## src/rtl/pe_ws_db_pkg.sv

```systemverilog
// Shared defaults for the weight-stationary PE and its helpers.
package pe_ws_db_pkg;

  // Default activation/weight width (weights are always signed).
  localparam int DEF_DATA_WIDTH = 8;
  // Default partial-sum width (signed).
  localparam int DEF_ACC_WIDTH  = 32;
  // Default overflow behaviour: 1 = clamp, 0 = two's-complement wrap.
  localparam int DEF_SATURATE   = 1;

endpackage

```

## src/rtl/pe_sat_add.sv

```systemverilog
// Reduces an (ACC_WIDTH+1)-bit sum to ACC_WIDTH bits, either clamping or
// wrapping, and reports whether the sum left the ACC_WIDTH range.
module pe_sat_add #(
  parameter int ACC_WIDTH = 32,
  parameter int SATURATE  = 1
) (
  input  logic [ACC_WIDTH:0]   sum_i,
  output logic [ACC_WIDTH-1:0] res_o,
  output logic                 ovf_o
);

  localparam logic [ACC_WIDTH-1:0] ACC_MAX = {1'b0, {(ACC_WIDTH-1){1'b1}}};
  localparam logic [ACC_WIDTH-1:0] ACC_MIN = {1'b1, {(ACC_WIDTH-1){1'b0}}};

  // Out of range when the guard bit disagrees with the result sign bit;
  // the guard bit then gives the true sign and picks the clamp rail.
  always_comb begin
    ovf_o = sum_i[ACC_WIDTH] ^ sum_i[ACC_WIDTH-1];
    res_o = sum_i[ACC_WIDTH-1:0];
    if ((SATURATE != 0) && ovf_o) begin
      res_o = sum_i[ACC_WIDTH] ? ACC_MIN : ACC_MAX;
    end
  end

endmodule

```

## src/rtl/pe_ws_db.sv

```systemverilog
// Weight-stationary processing element with a double-buffered weight
// (shadow loaded through the column chain, active used by the MAC),
// valid-qualified streams, optional saturation and sticky flags.
// Every output is a register; en=0 freezes all state.
module pe_ws_db
  import pe_ws_db_pkg::*;
#(
  parameter int DATA_WIDTH = DEF_DATA_WIDTH,
  // ACC_WIDTH >= 2*DATA_WIDTH keeps the product exact inside the sum.
  parameter int ACC_WIDTH  = DEF_ACC_WIDTH,
  parameter int SATURATE   = DEF_SATURATE
) (
  input  logic                  clk,
  input  logic                  rst_n,
  input  logic                  en,
  input  logic                  act_signed,
  input  logic [DATA_WIDTH-1:0] in_act,
  input  logic                  in_act_valid,
  output logic [DATA_WIDTH-1:0] out_act,
  output logic                  out_act_valid,
  input  logic [ACC_WIDTH-1:0]  in_psum,
  input  logic                  in_psum_valid,
  output logic [ACC_WIDTH-1:0]  out_psum,
  output logic                  out_psum_valid,
  input  logic                  w_shift,
  input  logic [DATA_WIDTH-1:0] in_w,
  input  logic                  in_w_valid,
  output logic [DATA_WIDTH-1:0] out_w,
  output logic                  out_w_valid,
  input  logic                  w_swap,
  input  logic                  clr_flags,
  output logic                  ovf_flag,
  output logic                  nowt_flag
);

  localparam int PW = 2 * DATA_WIDTH + 1;

  logic [DATA_WIDTH-1:0] shadow_w_q, shadow_w_d, active_w_q, active_w_d;
  logic                  shadow_vld_q, shadow_vld_d, active_vld_q, active_vld_d;
  logic [DATA_WIDTH-1:0] act_q, act_d;
  logic                  act_vld_q, act_vld_d;
  logic [ACC_WIDTH-1:0]  psum_q, psum_d;
  logic                  psum_vld_q, psum_vld_d;
  logic                  ovf_q, ovf_d, nowt_q, nowt_d;

  logic                  mac_en;
  logic [DATA_WIDTH:0]   act_ext;
  logic signed [PW-1:0]  act_x, w_x, prod;
  logic signed [ACC_WIDTH:0] prod_x, sum;
  logic [ACC_WIDTH-1:0]  sat_res;
  logic                  sat_ovf;

  // Operand extension and gated product; the product is forced to zero
  // when the activation is invalid or no weight is loaded.
  always_comb begin
    mac_en  = in_act_valid & active_vld_q;
    act_ext = {act_signed & in_act[DATA_WIDTH-1], in_act};
    act_x   = {{DATA_WIDTH{act_ext[DATA_WIDTH]}}, act_ext};
    w_x     = {{(DATA_WIDTH+1){active_w_q[DATA_WIDTH-1]}}, active_w_q};
    prod    = mac_en ? act_x * w_x : '0;
    prod_x  = (ACC_WIDTH+1)'(prod);
    sum     = $signed({in_psum[ACC_WIDTH-1], in_psum}) + prod_x;
  end

  pe_sat_add #(
    .ACC_WIDTH (ACC_WIDTH),
    .SATURATE  (SATURATE)
  ) u_sat_add (
    .sum_i (sum),
    .res_o (sat_res),
    .ovf_o (sat_ovf)
  );

  // Next-state: hold by default; with en, shift/swap/pass/MAC/flags update.
  // Swap reads the pre-shift shadow, so shift+swap in one cycle is legal.
  always_comb begin
    shadow_w_d   = shadow_w_q;
    shadow_vld_d = shadow_vld_q;
    active_w_d   = active_w_q;
    active_vld_d = active_vld_q;
    act_d        = act_q;
    act_vld_d    = act_vld_q;
    psum_d       = psum_q;
    psum_vld_d   = psum_vld_q;
    ovf_d        = ovf_q;
    nowt_d       = nowt_q;
    if (en) begin
      if (w_shift) begin
        shadow_w_d   = in_w;
        shadow_vld_d = in_w_valid;
      end
      if (w_swap) begin
        active_w_d   = shadow_w_q;
        active_vld_d = shadow_vld_q;
      end
      act_d      = in_act;
      act_vld_d  = in_act_valid;
      psum_d     = sat_res;
      psum_vld_d = in_psum_valid;
      if (sat_ovf)        ovf_d = 1'b1;
      else if (clr_flags) ovf_d = 1'b0;
      if (in_act_valid && !active_vld_q) nowt_d = 1'b1;
      else if (clr_flags)                nowt_d = 1'b0;
    end
  end

  // State register; asynchronous reset clears everything, outputs included.
  always_ff @(posedge clk or negedge rst_n) begin
    if (!rst_n) begin
      shadow_w_q   <= '0;
      shadow_vld_q <= 1'b0;
      active_w_q   <= '0;
      active_vld_q <= 1'b0;
      act_q        <= '0;
      act_vld_q    <= 1'b0;
      psum_q       <= '0;
      psum_vld_q   <= 1'b0;
      ovf_q        <= 1'b0;
      nowt_q       <= 1'b0;
    end else begin
      shadow_w_q   <= shadow_w_d;
      shadow_vld_q <= shadow_vld_d;
      active_w_q   <= active_w_d;
      active_vld_q <= active_vld_d;
      act_q        <= act_d;
      act_vld_q    <= act_vld_d;
      psum_q       <= psum_d;
      psum_vld_q   <= psum_vld_d;
      ovf_q        <= ovf_d;
      nowt_q       <= nowt_d;
    end
  end

  assign out_act        = act_q;
  assign out_act_valid  = act_vld_q;
  assign out_psum       = psum_q;
  assign out_psum_valid = psum_vld_q;
  assign out_w          = shadow_w_q;
  assign out_w_valid    = shadow_vld_q;
  assign ovf_flag       = ovf_q;
  assign nowt_flag      = nowt_q;

endmodule

```

## config.mk

```make
export PLATFORM = sky130hd
export DESIGN_NAME = pe_ws_db
export DESIGN_NICKNAME = d
export VERILOG_FILES = /design/src/rtl/pe_ws_db_pkg.sv /design/src/rtl/pe_sat_add.sv /design/src/rtl/pe_ws_db.sv
export SDC_FILE = /design/constraint.sdc
export NUM_CORES = 1
export LEC_CHECK = 0
export ABC_AREA = 1
export CAP_MARGIN = 20
export CORE_UTILIZATION = 42
export DETAILED_ROUTE_END_ITERATION = 12
export MAX_ROUTING_LAYER = met4
export PLACE_DENSITY = 0.66
export SLEW_MARGIN = 20
export SYNTH_ARGS = -nofsm -noshare
export SYNTH_HDL_FRONTEND = slang
export SYNTH_SLANG_ARGS = --single-unit
```

## constraint.sdc

```tcl
create_clock -name clk -period 8.5 [get_ports clk]
set_input_delay 0.85 -clock clk [delete_from_list [all_inputs] [get_ports clk]]
set_output_delay 0.85 -clock clk [all_outputs]
set_load 0.01 [all_outputs]
```

==> out/results.txt <==
Clock power frac - 0.132
Number of I/O pins - 111
Cell at the slowest stage of the critical path - clkdlybuf4s50_1
H-Tree Level Count - 3
Setup total negative slack - 0 ns
Final Slew Violations - 0
Buffers on Ports - 110
P_leak - 4.74 nW
First DRT Iteration DRCs - 494
Final Hold Slack - 0.466 ns
Max Buffers Root-to-Sink - 2
CP Launch Type - input pin
Synth area leaders - dfrtp_1 21%, fa_1 17%, nand2_1 14%
Largest net degree at the start of global routing - 63
Mapped Area - 0.00736 mm2
Vias/cell - 4.89
Fraction of the cycle the final worst path needs - 0.888
Psw - 0.00151 W
# DRC - 0
Largest fanout on the critical path - 30
MaxCap Viol Count - 0
HPWL Detailed - 14200 um
Synth cell types - 33
PwrDens - 341 mW/mm2
Combinational group share of total power - 0.713
Layout area overhead - 21.1%
Die ar. - 0.0181 mm2
Die Width - 134 um
Clock period minus final worst setup slack - 7.55 ns
Grt total ovfl - 0
Internal power - 0.00153 W
Syn nets - 1192
GR met3 Demand/Resource - 0.0215
Final nets - 1284
Die Ht - 134 um
Design area - 0.00891 mm2
Slew margin rel. - 0.419
Mean area per synthesized cell - 7.19 um2
Post-cts sizing count - 0
F_max - 132 MHz
Vias - 6579
Setup Buffers After CTS - 0
Crit-path max cell delay - 0.71 ns
Peak supply drop - 0.171 mV
Fill cells - 1734
Vias in the first global route - 6376
CP Class - input pin to register
Leading area contributor after synthesis - dfrtp_1
Final Hold Fails - 0
Initial Util - 0.429
CTS Hold Buffers Added - 0
Worst-margin pin slew - 0.871 ns
Busiest layer in global routing - met2
Final ANT Viol Nets - 0
DR pass1 iterations - 5
Num CTS Buffers - 9
Outcome - finished, final reports clean
First-pass GRT wire length - 30100 um
WP data arrival - 7.74 ns
Ant. Diodes - 0
Clk_lat worst skew - 0.33 ns
Row count - 48
Worst EP required - 8.69 ns
WL/cell - 12.9 um
Yosys warnings - 0
Layout cells sized above 1 - 0.0794
Hold/Removal Path Class - register to register
CTS tree - yes
CP dominant cell by count - nand2_1
Placed inst area - 0.00859 mm2
Core Footprint - 0.0172 mm2
Layout Skew - 0.00470 ns
GRT met2 Usage - 0.337
Synth top area share - 0.211
Critical Path End Type - register
Yosys reg bits - 62
Register area share after synthesis - 0.211
Commonest non-fill, non-tap cell in the layout - nand2_1
DRT Wirelength - 17300 um
RSZ-0062 raised after global routing - false
Net switching share of the total power - 0.497
GR Layer Usage met1 - 0.297
Initial antenna violation count - 0
Clk slew on worst S/H paths - 0.05 ns
# setup viols final - 0
Mapped Cells - 1024
Seq pwr share - 0.155
WP buf/inv - 7
Final Wtd Congestion - 0.904
Tot GR Track Use - 0.214
Top delay family on crit path - adder cells
Sinks on Clock Net - 62
Root buf cell - clkbuf_16
Commonest non-fill, non-tap cells in the layout - 271 x nand2_1, 205 x inv_1, 109 x clkdlybuf4s50_1
==> cell type report <==
type | count | area (um2) | share of cell area
clock buffer | 10 | 239 | 0.0268
clock inverter | 6 | 85.1 | 0.00955
inverter | 209 | 785 | 0.0880
multi-input combinational | 720 | 4840 | 0.544
sequential | 62 | 1550 | 0.174
tap | 225 | 282 | 0.0316
timing repair buffer | 114 | 1130 | 0.126
==> Yosys cell counts <==
library cell,count
a21boi_0,1
a21oi_1,38
a21oi_2,32
a21oi_4,1
a31oi_1,4
and2_1,2
buf_4,3
buf_6,6
clkbuf_1,24
clkinv_1,1
dfrtp_1,62
fa_1,62
ha_1,48
inv_1,205
inv_2,3
nand2_1,271
nand2_2,16
nand2_4,1
nand3_1,41
nand3_2,5
nand3_4,1
nand3b_1,2
nand4_1,6
nor2_1,90
nor2_2,9
nor3_1,2
o21a_1,1
o21ai_0,40
o21ai_1,1
o21bai_1,2
o41ai_1,11
xnor2_1,16
xor2_1,17
==> kinds of logic (layout without fill, tap and decap cells) <==
family | Yosys count | after routing | share of synthesized area
compound gates | 131 | 131 | 0.115
flops | 62 | 62 | 0.211
buf+inv | 242 | 339 | 0.131
xor+xnor | 33 | 33 | 0.0393
simple gates | 446 | 446 | 0.254
fa+ha+maj | 110 | 110 | 0.250
==> per-layer routing <==
| metal | vias to the layer above | share of wire |
|---|---|---|
| li1 | 3308 | - |
| met1 | 3113 | 0.49 |
| met2 | 148 | 0.46 |
| met3 | 10 | 0.049 |
| met4 | 0 | 0.0095 |
| met5 | - | 0 |
==> worst paths after layout <==
| path | from | to | slack, ns | depth (start not counted) |
|---|---|---|---|---|
| setup / recovery | in_act[7] | out_psum[16]$_DFFE_PN0P_ | 0.95 | 36 |
| hold / removal | out_act[3]$_DFFE_PN0P_ | out_act[3]$_DFFE_PN0P_ | 0.47 | 2 |
| setup reg to reg | active_w_q[7]$_DFFE_PN0P_ | out_psum[16]$_DFFE_PN0P_ | 1.56 | 33 |
| hold reg to reg | out_act[3]$_DFFE_PN0P_ | out_act[3]$_DFFE_PN0P_ | 0.47 | 2 |
| max in group asynchronous | rst_n | out_psum[4]$_DFFE_PN0P_ | 7.29 | 2 |
| min in group asynchronous | rst_n | out_w[5]$_DFFE_PN0P_ | 0.69 | 2 |
==> metrics by stage <==
step	power, W	utilization	worst slack [ns]	std cells
floorplan	0.00210	-	1.94	1024
global placement	0.00261	0.500	0.824	1330
detailed placement	0.00265	0.500	0.635	1330
CTS	0.00306	0.519	0.968	1346
global route	0.00340	0.519	0.381	1346
finish	0.00304	0.519	0.951	1346
==> sequential cells by signal (all words and copies together) (netlist names) <==
name and count:
out_psum 32, active_w_q 8, out_act 8, out_w 8
active_vld_q 1, nowt_flag 1, out_act_valid 1, out_psum_valid 1
out_w_valid 1, ovf_flag 1
==> power groups by stage <==
stage / logic [W] / registers (W) / clock network, W
after floorplan: 0.00162 / 0.000486 / 0
after global placement: 0.00214 / 0.000475 / 0
after detailed placement: 0.00217 / 0.000475 / 0
after CTS: 0.00218 / 0.000472 / 0.000405
after global routing: 0.00250 / 0.000482 / 0.000419
final: 0.00217 / 0.000472 / 0.000400
==> tightest hold or removal path: stages, from the launching register on <==
cell,delay (ns)
dfrtp_1,0.34
nand2_1,0.05
nand2_1,0.04
Power figures use the tool's default switching activity.
